$ cat config.mk
export PLATFORM = sky130hd
export DESIGN_NAME = mult
export DESIGN_NICKNAME = d
export VERILOG_FILES = /design/src/rtl/mult.sv
export SDC_FILE = /design/constraint.sdc
export NUM_CORES = 1
export LEC_CHECK = 0
export CORE_MARGIN = 4
export CORE_UTILIZATION = 44
export DETAILED_ROUTE_END_ITERATION = 10
export PLACE_DENSITY_LB_ADDON = 0.1
export SYNTH_ARGS = -nofsm -noshare
export SYNTH_HDL_FRONTEND = slang
export SYNTH_SLANG_ARGS = --single-unit
$ cat constraint.sdc
create_clock -name clk -period 1.7 [get_ports clk]
set_clock_uncertainty 0.15 [all_clocks]
set_input_delay 0.255 -clock clk [delete_from_list [all_inputs] [get_ports clk]]
set_output_delay 0.255 -clock clk [all_outputs]
set_load 0.005 [all_outputs]
$ cat src/rtl/mult.sv
// Start-triggered Fibonacci LFSR stepper.
// A rising edge on start loads SEED, then the register is clocked `select`
// times with the tap mask latched at accept. busy stays high for select+1
// cycles and prod holds the final state afterwards.
module mult #(
    parameter int               WIDTH = 8,
    parameter logic [WIDTH-1:0] SEED  = {{(WIDTH-1){1'b0}}, 1'b1}
) (
    input  logic             clk,
    input  logic             rst_n,
    input  logic             start,
    input  logic [WIDTH-1:0] select,
    input  logic [WIDTH-1:0] taps,
    output logic [WIDTH-1:0] prod,
    output logic             busy
);

    typedef enum logic {
        IDLE = 1'b0,
        RUN  = 1'b1
    } state_t;

    state_t           state_q, state_d;
    logic [WIDTH-1:0] lfsr_q,  lfsr_d;
    logic [WIDTH-1:0] cnt_q,   cnt_d;
    logic [WIDTH-1:0] tap_q,   tap_d;
    logic             busy_q,  busy_d;
    logic             start_q;

    logic             request;
    logic             fb;

    // A run request is a 0->1 transition of start; start_q follows start even
    // while busy, so a level held through the end of a run cannot retrigger.
    assign request = start && !start_q;

    // Feedback bit: parity of the state bits selected by the latched tap mask.
    assign fb = ^(lfsr_q & tap_q);

    // Next-state and datapath: load on accept, shift while steps remain.
    always_comb begin
        state_d = state_q;
        lfsr_d  = lfsr_q;
        cnt_d   = cnt_q;
        tap_d   = tap_q;
        busy_d  = busy_q;
        case (state_q)
            IDLE: begin
                if (request) begin
                    lfsr_d  = SEED;
                    cnt_d   = select;
                    tap_d   = taps;
                    busy_d  = 1'b1;
                    state_d = RUN;
                end
            end
            RUN: begin
                if (cnt_q == '0) begin
                    busy_d  = 1'b0;
                    state_d = IDLE;
                end else begin
                    lfsr_d = {lfsr_q[WIDTH-2:0], fb};
                    cnt_d  = cnt_q - 1'b1;
                end
            end
            default: begin
                busy_d  = 1'b0;
                state_d = IDLE;
            end
        endcase
    end

    // State registers; reset aborts any run in progress.
    always_ff @(posedge clk) begin
        if (!rst_n) begin
            state_q <= IDLE;
            lfsr_q  <= '0;
            cnt_q   <= '0;
            tap_q   <= '0;
            busy_q  <= 1'b0;
            start_q <= 1'b0;
        end else begin
            state_q <= state_d;
            lfsr_q  <= lfsr_d;
            cnt_q   <= cnt_d;
            tap_q   <= tap_d;
            busy_q  <= busy_d;
            start_q <= start;
        end
    end

    assign prod = lfsr_q;
    assign busy = busy_q;

endmodule

**After elaboration in Yosys (flattened, before gate mapping)**

Cells that the tools add are included.

- Register bits after elaboration: 27
- Latch bits: 0
- Bits in writable memories: 0
- Memory bits (read-only): 0
- Output and inout bits: 9
- Logic and storage cells: 31
- Memories kept: 0

- Add/sub/neg operators: 1
- Multipliers: 0
- Div/mod/pow operators: 0
- $lt $le $gt $ge: 0
- Equality and inequality tests: 3
- Shifts and indexed selects: 0
- Multiplexer cells: 12
- Bitwise logic cells: 2
- Reductions and logical operators: 7

Operator list:

| cell | count |
|---|---|
| $mux 8 | 4 |
| $pmux 8 s2 | 2 |
| $and 8x8->8 | 1 |
| $logic_not 8->1 | 1 |
| $reduce_xor 8->1 | 1 |
| $sub 8x1->8 const B | 1 |
| $reduce_and 2->1 | 3 |
| $mux 1 | 4 |
| $ne 2x2->1 const B | 2 |
| $pmux 1 s2 | 2 |
| $ne 2x1->1 const B | 1 |
| $logic_and 1x1->1 | 1 |
| $logic_not 1->1 | 1 |
| $not 1->1 | 1 |

**Longest topological paths before layout**

- Depth in word-level cells: 4
- Mapped depth: 7
- Mapped depth without buffers: 7

**Worst setup path after synthesis**

No wires, ideal clock.

- Path kind: flip-flop to flip-flop
- From: reg cnt_q[0]
- To: reg lfsr_q[1], in the netlist prod[1]
- Arrival time: 1426 ps
- Data required time: 1433 ps
- Slack: 8 ps
- Cell stages (with the launch flop): 8
- Buffers on the path: 1
- Period minus slack after synthesis: 1692 ps
- Cell sequence: dfxtp_1 -> inv_1 -> ha_1 -> nor4b_2 -> a21boi_2 -> and2_4 -> buf_6 -> a22o_1

- Word-level cells in the longest chain between the ends: 3

Ends and longest elaborated chain:

| what | line | source |
|---|---|---|
| from (decl) | 25 | `logic [WIDTH-1:0] cnt_q, cnt_d;` |
| from (signal assigned) | 85 | `cnt_q <= cnt_d;` |
| $logic_not 8->1 | 58 | `if (cnt_q == '0) begin` |
| $ne 2x2->1 (no source line) | -- |  |
| $reduce_and 2->1 (no source line) | -- |  |
| to (signal assigned) | 84 | `lfsr_q <= lfsr_d;` |
| to (decl) | 24 | `logic [WIDTH-1:0] lfsr_q, lfsr_d;` |

Every way passes these cells.
A chain may end at the register's enable or synchronous reset.

**Worst setup path in the final report**

- From: reg cnt_q[0]
- To: reg lfsr_q[6], in the netlist prod[6]

Same word-level chain as after synthesis.

==> metrics.md <==
| Metric | Value |
|---|---|
| Status | finished, violations left |
| Failing checks | setup timing |
| Largest net degree at the start of global routing | 17 |
| Hold Path Class | in -> reg |
| Cells along the critical path | inv_2 -> ha_4 -> nor4b_4 -> a21boi_2 -> nand2b_4 -> nor2_4 -> a22o_1 |
| Seq pwr share | between 40% and 50% |
| Maxcap violations | 0 |
| Full die area | between 3000 and 4000 sq um |
| Cell count after synthesis | roughly 140 |
| Netlist cell types | 35 |
| Yosys warns | 0 |
| CTS H-tree lvls | 1 |
| CP max stage cell | dfxtp_2 |
| Sw power | between 0.4 and 0.5 mW |
| Die W | around 60 microns |
| Sw frac | between 30% and 40% |
| Post-route ant nets | 0 |
| Antenna violations before repair | 0 |
| Routed via count | around 1200 |
| Finished Cell Area | ~1700 sq um |
| Peak VDD IR | between 600 and 700 uV |
| Diode count | 0 |
| Part of the power in the clock network | 19.4% |
| Slew Limit Fails | 0 |
| Pin slew with the least headroom to its limit | roughly 0.38 ns |
| RSZ-0062 raised after global routing | yes |
| Comb pwr share | 31.3% |
| Initial core utilization | about 47% |
| Min cycle time layout | 1.746 ns |
| GR Overflow Total | 0 |
| Row Count | 18 |
| Fmax | approximately 570 MHz |
| Setup crit start kind | register |
| Syn nets | roughly 160 |
| Seq cells post-synth | 27 |
| Port bufs | 27 |
| Layout cells sized above 1 | 26.06% |
| Number of global-route vias before repair | around 1100 |
| Crit path DAT | between 1.5 and 2 ns |
| CTS Buf Count | 3 |
| Power density cells | 844.8 nW/um^2 |
| First-pass GRT wire length | approximately 4900 microns |
| Final period utilization | 102.7% |
| Nets | 209 |
| DRT iter0 DRCs | 45 |
| Residual DRC | 0 |
| Final Worst Setup Slack | -0.04571 ns |
| CTS clk-pin slew, worst paths | 0.15 ns |
| Most common cell after layout, fill and taps aside | nand2_1 |
| Setup-failing EPs final | 7 |
| Core area | 2567 sq um |
| Final wirelength | roughly 3100 microns |
| Final hold vios | 0 |
| Ports | 28 |
| Drt via density | between 5 and 6 |
| Num Clock Sinks | 27 |
| Internal | slightly above 1 mW |
| Final Wtd Congestion | between 0.8 and 0.9 |
| Lkg Pwr | 0.6533 nW |
| R2R depth | 7 |
| Placed Area | ~1600 sq um |
| Root buffer cell | clkbuf_4 |
| Hold Path Depth | 3 |
| Post-route insts no fill | roughly 220 |
| Worst-skew pair later-pin latency | 0.33 ns |
| Worst slack, placed | -0.2051 ns |
| 1st-pass router iterations | 4 |
| Final core utilization | about two thirds |
| Tot GR Track Use | between 10% and 20% |
| Mean routed wirelength per cell | between 10 and 15 microns |
| Most frequent cells in the layout | nand2_1, clkdlybuf4s50_1, buf_4 |
| Critical path's largest stage delay | between 0.3 and 0.4 ns |
| Crit Path Category | reg -> reg |
| Seq/Total Area, Yosys | 44.40% |
| Hpwl dp | approximately 2200 microns |
| Synthesized area | 1217 sq um |
| DIE HEIGHT | just over 60 microns |
| P&R area growth vs syn | 43.37% |
| Syn Area/Cell | about 8.6 sq um |
| Worst Setup End Kind | register |
| CP Max Fanout | 7 |
| CTS tree | yes |
| Worst Path Required | approximately 1.8 ns |
| Max_slew headroom | about three quarters |
| Clock buffer depth | 2 |
| Placed Cells | between 200 and 250 |
==> kinds of logic after synthesis <==
family                   share of synthesized area [%]
flip-flops                                       44.40
AO/OA/AOI/OAI                                    22.92
AND/OR/NAND/NOR                                  22.61
XOR/XNOR                                         5.036
adder cells (fa/ha/maj)                          1.028
buffers and inverters                            4.008
==> cells in the mapped netlist <==
cell type	count	share of area, %
nand2_1	32	9.9
dfxtp_1	27	44
a21oi_1	18	7.4
a22o_1	7	5.0
o21ai_0	7	2.9
inv_1	5	1.5
xnor2_1	5	3.6
clkbuf_1	4	1.2
a22oi_1	2	1.2
and2_1	2	1.0
nand2b_1	2	1.0
nor2_1	2	0.62
nor3_1	2	0.82
o211ai_1	2	1.2
o22ai_1	2	1.0
o311ai_0	2	1.4
xor2_1	2	1.4
a21boi_2	1	0.92
a31oi_1	1	0.51
and2_4	1	0.72
buf_6	1	0.92
clkinv_1	1	0.31
ha_1	1	1.0
nand2b_4	1	1.1
nor2_2	1	0.51
nor2_4	1	0.92
nor2b_1	1	0.51
nor3_2	1	0.82
nor3b_2	1	1.0
nor4_1	1	0.51
nor4b_2	1	1.2
o21ai_1	1	0.41
o31a_2	1	0.82
or3b_1	1	0.72
or4b_4	1	1.1
==> flip-flops by register name, summed over array words and instances (netlist names) <==
name,count
busy,1
start_q,1
prod,8
state_q,1
tap_q,8
cnt_q,8
==> cell type report <==
class | instances | area, sq um
clock buffer | 3 | 22.52
clock inverter | 1 | 7.507
fill | 222 | 822.0
inverter | 6 | 22.52
multi-input combinational | 103 | 673.1
sequential | 27 | 550.5
tap | 30 | 37.54
timing repair buffer | 48 | 431.7
==> power by group through the flow <==
stage          registers (mW)  logic [mW]  clock network [mW]
2_1_floorplan           0.724       0.205                   0
3_3_place_gp            0.728       0.359                   0
3_5_place_dp            0.730       0.369                   0
4_1_cts                 0.722       0.419               0.294
5_1_grt                 0.735       0.499               0.318
6_report                0.727       0.461               0.286
==> path summary, 6_finish.rpt <==
| kind | startpoint | endpoint | slack (ns) |
|---|---|---|---|
| setup reg to reg | cnt_q[0]$_SDFFE_PN0P_ | prod[6]$_SDFFE_PN0P_ | -0.05 |
| hold / removal | taps[0] | tap_q[0]$_SDFFE_PN0P_ | 0.30 |
| hold reg to reg | tap_q[7]$_SDFFE_PN0P_ | tap_q[7]$_SDFFE_PN0P_ | 0.31 |
| setup / recovery | cnt_q[0]$_SDFFE_PN0P_ | prod[6]$_SDFFE_PN0P_ | -0.05 |
==> through the flow <==
stage / hold WS [ns] / setup TNS, ns / power, mW
after floorplan: 0.2267 / 0 / 0.9296
after global placement: 0.2943 / -2.354 / 1.087
after detailed placement: 0.2986 / -3.237 / 1.099
after CTS: 0.2949 / -0.04485 / 1.434
after global routing: 0.2858 / -1.225 / 1.552
final: 0.3011 / -0.1886 / 1.475
==> worst max-delay path, delay by kind of cell, from the launching register on <==
family | cells | cell delay (ns)
buf+inv | 1 | 0.06
simple gates | 3 | 0.43
flops | 1 | 0.37
fa+ha+maj | 1 | 0.16
compound gates | 2 | 0.48
==> routing by layer <==
metal  vias up  global-route usage (%)  part of all wire [%]
li1        587                       -                     -
met1       531                   20.39                    40
met2        29                   31.60                    53
met3         6                   5.532                   5.0
met4         0                   4.954                   1.5
met5         -                       0                     0
==> what timing repair did <==
item / 4_1_cts / 5_1_grt
endpoints found under the setup margin: 15 / 23
hold buffers: 0 / 0
buffers inserted: 3 / 4
resized for setup: 9 / 10
pin swaps: 5 / 13
Note: power is estimated with default switching activity, not from simulation.
